`src/rtl/sha2_msg_scheduler.sv`:
```
// sha2_msg_scheduler
//   SHA-2 message-schedule generator. A 16-word padded chunk is loaded into a
//   sliding window and W_0..W_{ROUNDS-1} are streamed one word per cycle to the
//   round engine over a valid/ready link. WORD_W=32 selects the SHA-224/256
//   sigma functions and WORD_W=64 selects the SHA-384/512 ones. A one-chunk
//   pending buffer lets the next chunk start the cycle after the last word
//   of the current chunk is taken, so back-to-back chunks have no bubbles.
//
//   Optional feature macro: SHA2_MSG_ABORT_EN adds the abort input, which
//   discards the window and the pending chunk.
//
// Ports
//   clk         clock
//   rst         synchronous, active-high reset
//   chunk_vld   chunk offered
//   chunk_rdy   chunk accepted when chunk_vld & chunk_rdy (= ~pend_vld)
//   chunk_data  16 words, chunk_data[0] = W_0
//   w_vld       w_data valid
//   w_rdy       round engine takes the word when w_vld & w_rdy
//   w_data      W_t
//   w_idx       t
//   w_last      t == ROUNDS-1 (qualified by w_vld)
//   abort       only with SHA2_MSG_ABORT_EN
//   busy        window or pending buffer occupied
module sha2_msg_scheduler #(
  parameter int unsigned WORD_W = 32,
  parameter int unsigned ROUNDS = 64,
  localparam int unsigned IDX_W = $clog2(ROUNDS)
) (
  input  logic                   clk,
  input  logic                   rst,
  input  logic                   chunk_vld,
  output logic                   chunk_rdy,
  input  logic [15:0][WORD_W-1:0] chunk_data,
  output logic                   w_vld,
  input  logic                   w_rdy,
  output logic [WORD_W-1:0]      w_data,
  output logic [IDX_W-1:0]       w_idx,
  output logic                   w_last,
`ifdef SHA2_MSG_ABORT_EN
  input  logic                   abort,
`endif
  output logic                   busy
);

  // Elaboration-time parameter checks.
  if (!(WORD_W == 32 || WORD_W == 64)) begin : g_bad_word_w
    $error("sha2_msg_scheduler: WORD_W must be 32 or 64");
  end
  if (ROUNDS < 16 || ROUNDS > 127) begin : g_bad_rounds
    $error("sha2_msg_scheduler: ROUNDS must be in 16..127");
  end

  function automatic logic [WORD_W-1:0] rotr(input logic [WORD_W-1:0] x, input int unsigned n);
    return (x >> n) | (x << (WORD_W - n));
  endfunction

  function automatic logic [WORD_W-1:0] sig0(input logic [WORD_W-1:0] x);
    if (WORD_W == 64) return rotr(x, 1) ^ rotr(x, 8) ^ (x >> 7);
    else              return rotr(x, 7) ^ rotr(x, 18) ^ (x >> 3);
  endfunction

  function automatic logic [WORD_W-1:0] sig1(input logic [WORD_W-1:0] x);
    if (WORD_W == 64) return rotr(x, 19) ^ rotr(x, 61) ^ (x >> 6);
    else              return rotr(x, 17) ^ rotr(x, 19) ^ (x >> 10);
  endfunction

  // Window: win_q[0] is W_t, win_q[15] is W_{t+15}.
  logic [15:0][WORD_W-1:0] win_q, win_d;
  logic [15:0][WORD_W-1:0] pend_q, pend_d;
  logic                    win_vld_q, win_vld_d;
  logic                    pend_vld_q, pend_vld_d;
  logic [IDX_W-1:0]        t_q, t_d;

  logic              abort_req;
  logic              accept;
  logic              emit;
  logic              at_last;
  logic              win_free;
  logic [WORD_W-1:0] nw;

`ifdef SHA2_MSG_ABORT_EN
  assign abort_req = abort;
`else
  assign abort_req = 1'b0;
`endif

  // W_{t+16} from the current window.
  assign nw = sig1(win_q[14]) + win_q[9] + sig0(win_q[1]) + win_q[0];

  // chunk_rdy comes straight from the pend_vld flop; abort only masks it.
  assign chunk_rdy = ~pend_vld_q & ~abort_req;
  assign accept    = chunk_vld & chunk_rdy;
  assign at_last   = (t_q == IDX_W'(ROUNDS - 1));
  assign emit      = win_vld_q & w_rdy;
  assign win_free  = ~win_vld_q | (emit & at_last);

  assign w_vld  = win_vld_q;
  assign w_data = win_q[0];
  assign w_idx  = t_q;
  assign w_last = win_vld_q & at_last;
  assign busy   = win_vld_q | pend_vld_q;

  always_comb begin
    win_d      = win_q;
    pend_d     = pend_q;
    win_vld_d  = win_vld_q;
    pend_vld_d = pend_vld_q;
    t_d        = t_q;

    if (emit) begin
      win_d = {nw, win_q[15:1]};
      if (at_last) begin
        win_vld_d = 1'b0;
        t_d       = '0;
      end else begin
        t_d = t_q + IDX_W'(1);
      end
    end

    // The pending chunk always has priority over a newly offered one; while it
    // is held chunk_rdy is low, so accept cannot coincide with a pend load.
    if (win_free && pend_vld_q) begin
      win_d      = pend_q;
      win_vld_d  = 1'b1;
      t_d        = '0;
      pend_vld_d = 1'b0;
    end else if (win_free && accept) begin
      win_d     = chunk_data;
      win_vld_d = 1'b1;
      t_d       = '0;
    end else if (accept) begin
      pend_d     = chunk_data;
      pend_vld_d = 1'b1;
    end

    if (abort_req) begin
      win_vld_d  = 1'b0;
      pend_vld_d = 1'b0;
      t_d        = '0;
    end
  end

  always_ff @(posedge clk) begin
    if (rst) begin
      win_q      <= '0;
      pend_q     <= '0;
      win_vld_q  <= 1'b0;
      pend_vld_q <= 1'b0;
      t_q        <= '0;
    end else begin
      win_q      <= win_d;
      pend_q     <= pend_d;
      win_vld_q  <= win_vld_d;
      pend_vld_q <= pend_vld_d;
      t_q        <= t_d;
    end
  end

endmodule

```
`config.mk`:
```
export PLATFORM = sky130hd
export DESIGN_NAME = sha2_msg_scheduler
export DESIGN_NICKNAME = d
export VERILOG_FILES = /design/src/rtl/sha2_msg_scheduler.sv
export SDC_FILE = /design/constraint.sdc
export NUM_CORES = 2
export LEC_CHECK = 0
export CORE_MARGIN = 3
export CORE_UTILIZATION = 55
export CTS_CLUSTER_SIZE = 20
export DETAILED_ROUTE_END_ITERATION = 16
export HOLD_SLACK_MARGIN = 0.1
export PLACE_DENSITY = 0.78
export SLEW_MARGIN = 0
export SYNTH_ARGS = -nofsm -noshare
export SYNTH_HDL_FRONTEND = slang
export SYNTH_SLANG_ARGS = --single-unit
```
`constraint.sdc`:
```
create_clock -name clk -period 9.7 [get_ports clk]
set_input_delay 0.97 -clock clk [delete_from_list [all_inputs] [get_ports clk]]
set_output_delay 0.97 -clock clk [all_outputs]
set_load 0.02 [all_outputs]
```
==> impl_results.html <==
<table>
<tr><th>Metric</th><th>Value</th></tr>
<tr><th colspan="2">Place</th></tr>
<tr><td>Post-Place Setup Slack</td><td>5.07 ns</td></tr>
<tr><td>Final estimated routing congestion in global placement</td><td>0.946</td></tr>
<tr><td>Final HPWL from detailed placement</td><td>119 mm</td></tr>
<tr><td>Number of placed instances, taps included</td><td>7918</td></tr>
<tr><td>Number of input and output port buffers inserted</td><td>557</td></tr>
<tr><th colspan="2">STA</th></tr>
<tr><td>Finish-stage setup viols</td><td>0</td></tr>
<tr><td>Transition time at the pin with the least slew margin</td><td>1.28 ns</td></tr>
<tr><td>Fin crit period</td><td>4.71 ns</td></tr>
<tr><td>Number of endpoints with negative hold slack in the final report</td><td>0</td></tr>
<tr><td>Max Clock Freq</td><td>212 MHz</td></tr>
<tr><td>Share of the clock period used by the worst path</td><td>48.5%</td></tr>
<tr><td>Final total negative setup slack</td><td>0 ns</td></tr>
<tr><td>Unrepaired setup endpoints after global routing</td><td>false</td></tr>
<tr><td>Max-slew headroom</td><td>14.3%</td></tr>
<tr><td>Final Slew Violations</td><td>0</td></tr>
<tr><td>PnR worst setup slack</td><td>4.99 ns</td></tr>
<tr><td>Worst hold margin</td><td>0.453 ns</td></tr>
<tr><td>Largest clock skew in the final design</td><td>0.0241 ns</td></tr>
<tr><th colspan="2">Setup path</th></tr>
<tr><td>Logic depth of the worst path, buffers included</td><td>14</td></tr>
<tr><td>Critical path class</td><td>reg2reg</td></tr>
<tr><td>Peak per-stage delay on the critical path</td><td>0.55 ns</td></tr>
<tr><td>Bufs and invs on worst path</td><td>1</td></tr>
<tr><td>CP Launch Type</td><td>flop</td></tr>
<tr><td>Family of cells with the greatest summed delay on the critical path</td><td>compound AO/OA/AOI/OAI gates</td></tr>
<tr><td>Maximum fanout encountered on the critical timing path</td><td>5</td></tr>
<tr><td>Critical path data required time</td><td>10.24 ns</td></tr>
<tr><td>Depth of the worst register-to-register path</td><td>14</td></tr>
<tr><td>Crit path capture type</td><td>flop</td></tr>
<tr><td>Arrival time reported for the critical path endpoint</td><td>5.25 ns</td></tr>
<tr><td>Cells along the critical path</td><td>xor2_1 -&gt; xnor2_1 -&gt; fa_1 -&gt; fa_1 -&gt; inv_1 -&gt; ha_1 -&gt; a21o_1 -&gt; a31oi_1 -&gt; a21oi_1 -&gt; a211oi_1 -&gt; xor2_1 -&gt; nand2_1 -&gt; o21ai_0 -&gt; a2111oi_0</td></tr>
<tr><td>Cell with the largest stage delay on the worst path</td><td>fa_1</td></tr>
<tr><th colspan="2">Logic synthesis</th></tr>
<tr><td>EDFF count, synth</td><td>0</td></tr>
<tr><td>Number of library cell types mapped by synthesis</td><td>65</td></tr>
<tr><td>Synth Register Bits</td><td>1032</td></tr>
<tr><td>Async set-reset flop share out of synthesis</td><td>0%</td></tr>
<tr><td>Seq/Total Area, Yosys</td><td>42.1%</td></tr>
<tr><td>Synthesized netlist cell count</td><td>6817</td></tr>
<tr><td>Most instantiated flip-flop cell in the synthesis netlist</td><td>dfxtp_1</td></tr>
<tr><td>Post-synthesis instance area</td><td>49100 um^2</td></tr>
<tr><td>Synth warnings</td><td>0</td></tr>
<tr><td>Post-synthesis area per instance</td><td>7.20 um^2</td></tr>
<tr><td>Post-Syn Nets</td><td>7427</td></tr>
<tr><th colspan="2">Finish</th></tr>
<tr><td>Layout Area Growth over Synthesis</td><td>17.5%</td></tr>
<tr><td>Total Nets Final</td><td>7481</td></tr>
<tr><td>Post-layout instance count excluding filler cells</td><td>8144</td></tr>
<tr><td>FILL cells</td><td>7630</td></tr>
<tr><td>Layout cell share with drive strength beyond 1</td><td>3.42%</td></tr>
<tr><th colspan="2">Detailed routing</th></tr>
<tr><td>Detail-routed net length per standard cell</td><td>21.6 um</td></tr>
<tr><td>Average vias per placed instance</td><td>6.06</td></tr>
<tr><td>Overall routed net length</td><td>176 mm</td></tr>
<tr><td>Number of DRC markers after the initial detailed-route iteration</td><td>7239</td></tr>
<tr><td>Residual DRC count</td><td>0</td></tr>
<tr><td>Count of nets left with antenna violations after detail routing</td><td>0</td></tr>
<tr><td>Drt pass-1 iters</td><td>9</td></tr>
<tr><td>Vias</td><td>49324</td></tr>
<tr><th colspan="2">Clocking</th></tr>
<tr><td>CTS sink cnt</td><td>1032</td></tr>
<tr><td>H-tree levels</td><td>3</td></tr>
<tr><td>Clock slew at reported path FFs</td><td>0.06 ns</td></tr>
<tr><td>Hold_buf cts</td><td>0</td></tr>
<tr><td>Worst-case clock buffer depth</td><td>3</td></tr>
<tr><td>Clock tree root driver cell</td><td>clkbuf_16</td></tr>
<tr><td>Clk Latency, worst-skew pair</td><td>0.68 ns</td></tr>
<tr><td>Post-cts resize count</td><td>0</td></tr>
<tr><td>Number of buffers created by CTS</td><td>106</td></tr>
<tr><td>TritonCTS clock tree</td><td>yes</td></tr>
<tr><td># Post-CTS Setup Buffers</td><td>0</td></tr>
<tr><th colspan="2">Floorplanning</th></tr>
<tr><td>Top-level I/O count</td><td>558</td></tr>
<tr><td>Area of the die</td><td>92800 um^2</td></tr>
<tr><td>Horiz. Die Dim</td><td>305 um</td></tr>
<tr><td>Die height</td><td>305 um</td></tr>
<tr><td>Initial Util</td><td>56.0%</td></tr>
<tr><td>Standard cell core area</td><td>87600 um^2</td></tr>
<tr><td>Floorplan row count</td><td>108</td></tr>
<tr><th colspan="2">Min path</th></tr>
<tr><td>Count of cells along the worst hold path</td><td>2</td></tr>
<tr><td>Type of the most critical hold path</td><td>reg2reg</td></tr>
<tr><th colspan="2">Job</th></tr>
<tr><td>Max-capacitance violation count</td><td>0</td></tr>
<tr><th colspan="2">GRT</th></tr>
<tr><td>GRT Total Usage</td><td>35.9%</td></tr>
<tr><td>First-pass GRT wire length</td><td>262 mm</td></tr>
<tr><td>Pin count of the biggest net entering global routing</td><td>234</td></tr>
<tr><td>Overflow left after global routing</td><td>0</td></tr>
<tr><td>Vias in the first global route</td><td>43794</td></tr>
<tr><td>Number of antenna violations at the first check in global routing</td><td>39</td></tr>
<tr><th colspan="2">Pwr</th></tr>
<tr><td>Logic pwr share</td><td>22.6%</td></tr>
<tr><td>Internal power summed over all cells</td><td>8.02 mW</td></tr>
<tr><td>Power per Cell Area</td><td>203 nW/um^2</td></tr>
<tr><td>Sequential fraction of design power</td><td>41.0%</td></tr>
<tr><td>Maximum vdd drop</td><td>0.159 mV</td></tr>
<tr><td>Final Power</td><td>11.7 mW</td></tr>
<tr><td>Static Leakage</td><td>21.6 nW</td></tr>
<tr><td>Switching share of power</td><td>31.4%</td></tr>
<tr><td>Switching power of the nets</td><td>3.67 mW</td></tr>
<tr><td>Clock network fraction of design power</td><td>36.4%</td></tr>
<tr><th colspan="2">Status</th></tr>
<tr><td>Status</td><td>finished, final reports clean</td></tr>
</table>
-- tightest hold or removal path, cell delays in order, from the launching register on --
cell,delay [ns]
dfxtp_1,0.31
nand2_1,0.05
a21oi_1,0.05
-- synthesized netlist by cell type, drive strengths merged (14+ instances only) --
cell | number | area (um^2)
ha | 32 | 400
o211ai | 14 | 105
a21o | 16 | 120
dfxtp | 1032 | 20700
buf | 221 | 1130
inv | 127 | 477
a311oi | 489 | 4290
o21ai | 22 | 125
nand2 | 2051 | 7700
fa | 62 | 1240
xnor2 | 87 | 762
clkbuf | 430 | 1610
a21oi | 1036 | 5180
nor2 | 1006 | 3780
xor2 | 60 | 526
-- placed cells by master, fill, tap and decap left out, types with 12 or more instances in the layout --
cell type and instances:
a21o_1 16, a21oi_1 1036, a311oi_1 488, buf_12 16, buf_4 24, clkbuf_1 13, clkbuf_16 109, clkbuf_8 29
clkdlybuf4s50_1 556, clkinv_2 27, dfxtp_1 1032, diode_2 31, fa_1 62, ha_1 32, inv_1 127, nand2_1 2048
nor2_1 1004, nor3_1 12, o211ai_1 14, o21ai_0 12, xnor2_1 87, xor2_1 60
-- per-layer routing --
metal / track usage (%) / routed length (um) / vias to the layer above
met5: 0 / 105 / -
met1: 49.7 / 70000 / 23411
met3: 8.19 / 20100 / 389
met4: 16.7 / 8620 / 16
li1: - / - / 22886
met2: 53.3 / 77200 / 2622
-- final timing paths --
path | to | slack [ns] | from
hold / removal | pend_q[203] | 0.45 | pend_q[203]
setup / recovery | win_q[492] | 4.99 | win_q[470]
hold reg to reg | pend_q[203] | 0.45 | pend_q[203]
setup reg to reg | win_q[492] | 4.99 | win_q[470]
-- logic make-up after synthesis --
logic type / count (synthesis) / share of synthesized area (%)
compound gates: 1647 / 21.2
xor+xnor: 147 / 2.62
fa+ha+maj: 94 / 3.35
buf+inv: 778 / 6.57
flops: 1032 / 42.1
mux: 3 / 0.0612
simple gates: 3116 / 24.1
-- power groups by stage --
stage,logic (mW),clock network (mW),registers [mW]
global placement,2.54,0,4.87
detailed placement,2.57,0,4.87
floorplan,1.78,0,4.73
finish,2.64,4.26,4.80
CTS,2.59,4.28,4.78
global route,2.88,4.45,4.82
-- metrics by stage --
| stage | area [um^2] | utilization [%] |
|---|---|---|
| after floorplan | 49100 | - |
| after global placement | 53900 | 61.5 |
| after detailed placement | 53900 | 61.5 |
| after CTS | 57500 | 65.7 |
| after global routing | 57600 | 65.8 |
| final | 57600 | 65.8 |
-- sequential cells by signal (all words and copies together) (netlist names) --
signal and count:
w_data 32, pend_vld_q 1, pend_q 512, w_vld 1, win_q 480, w_idx 6
-- area by class of cell --
cell class / count / area, um^2 / share of cell area [%]
multi-input cells: 5007 / 25200 / 43.8
clock buffers: 151 / 3180 / 5.51
well taps: 1155 / 1450 / 2.51
clock inverters: 44 / 483 / 0.838
flip-flops and latches: 1032 / 20700 / 35.9
diodes: 31 / 77.6 / 0.135
repair buffers: 597 / 6080 / 10.6
inverters: 127 / 477 / 0.827
Note: power is estimated with default switching activity, not from simulation.
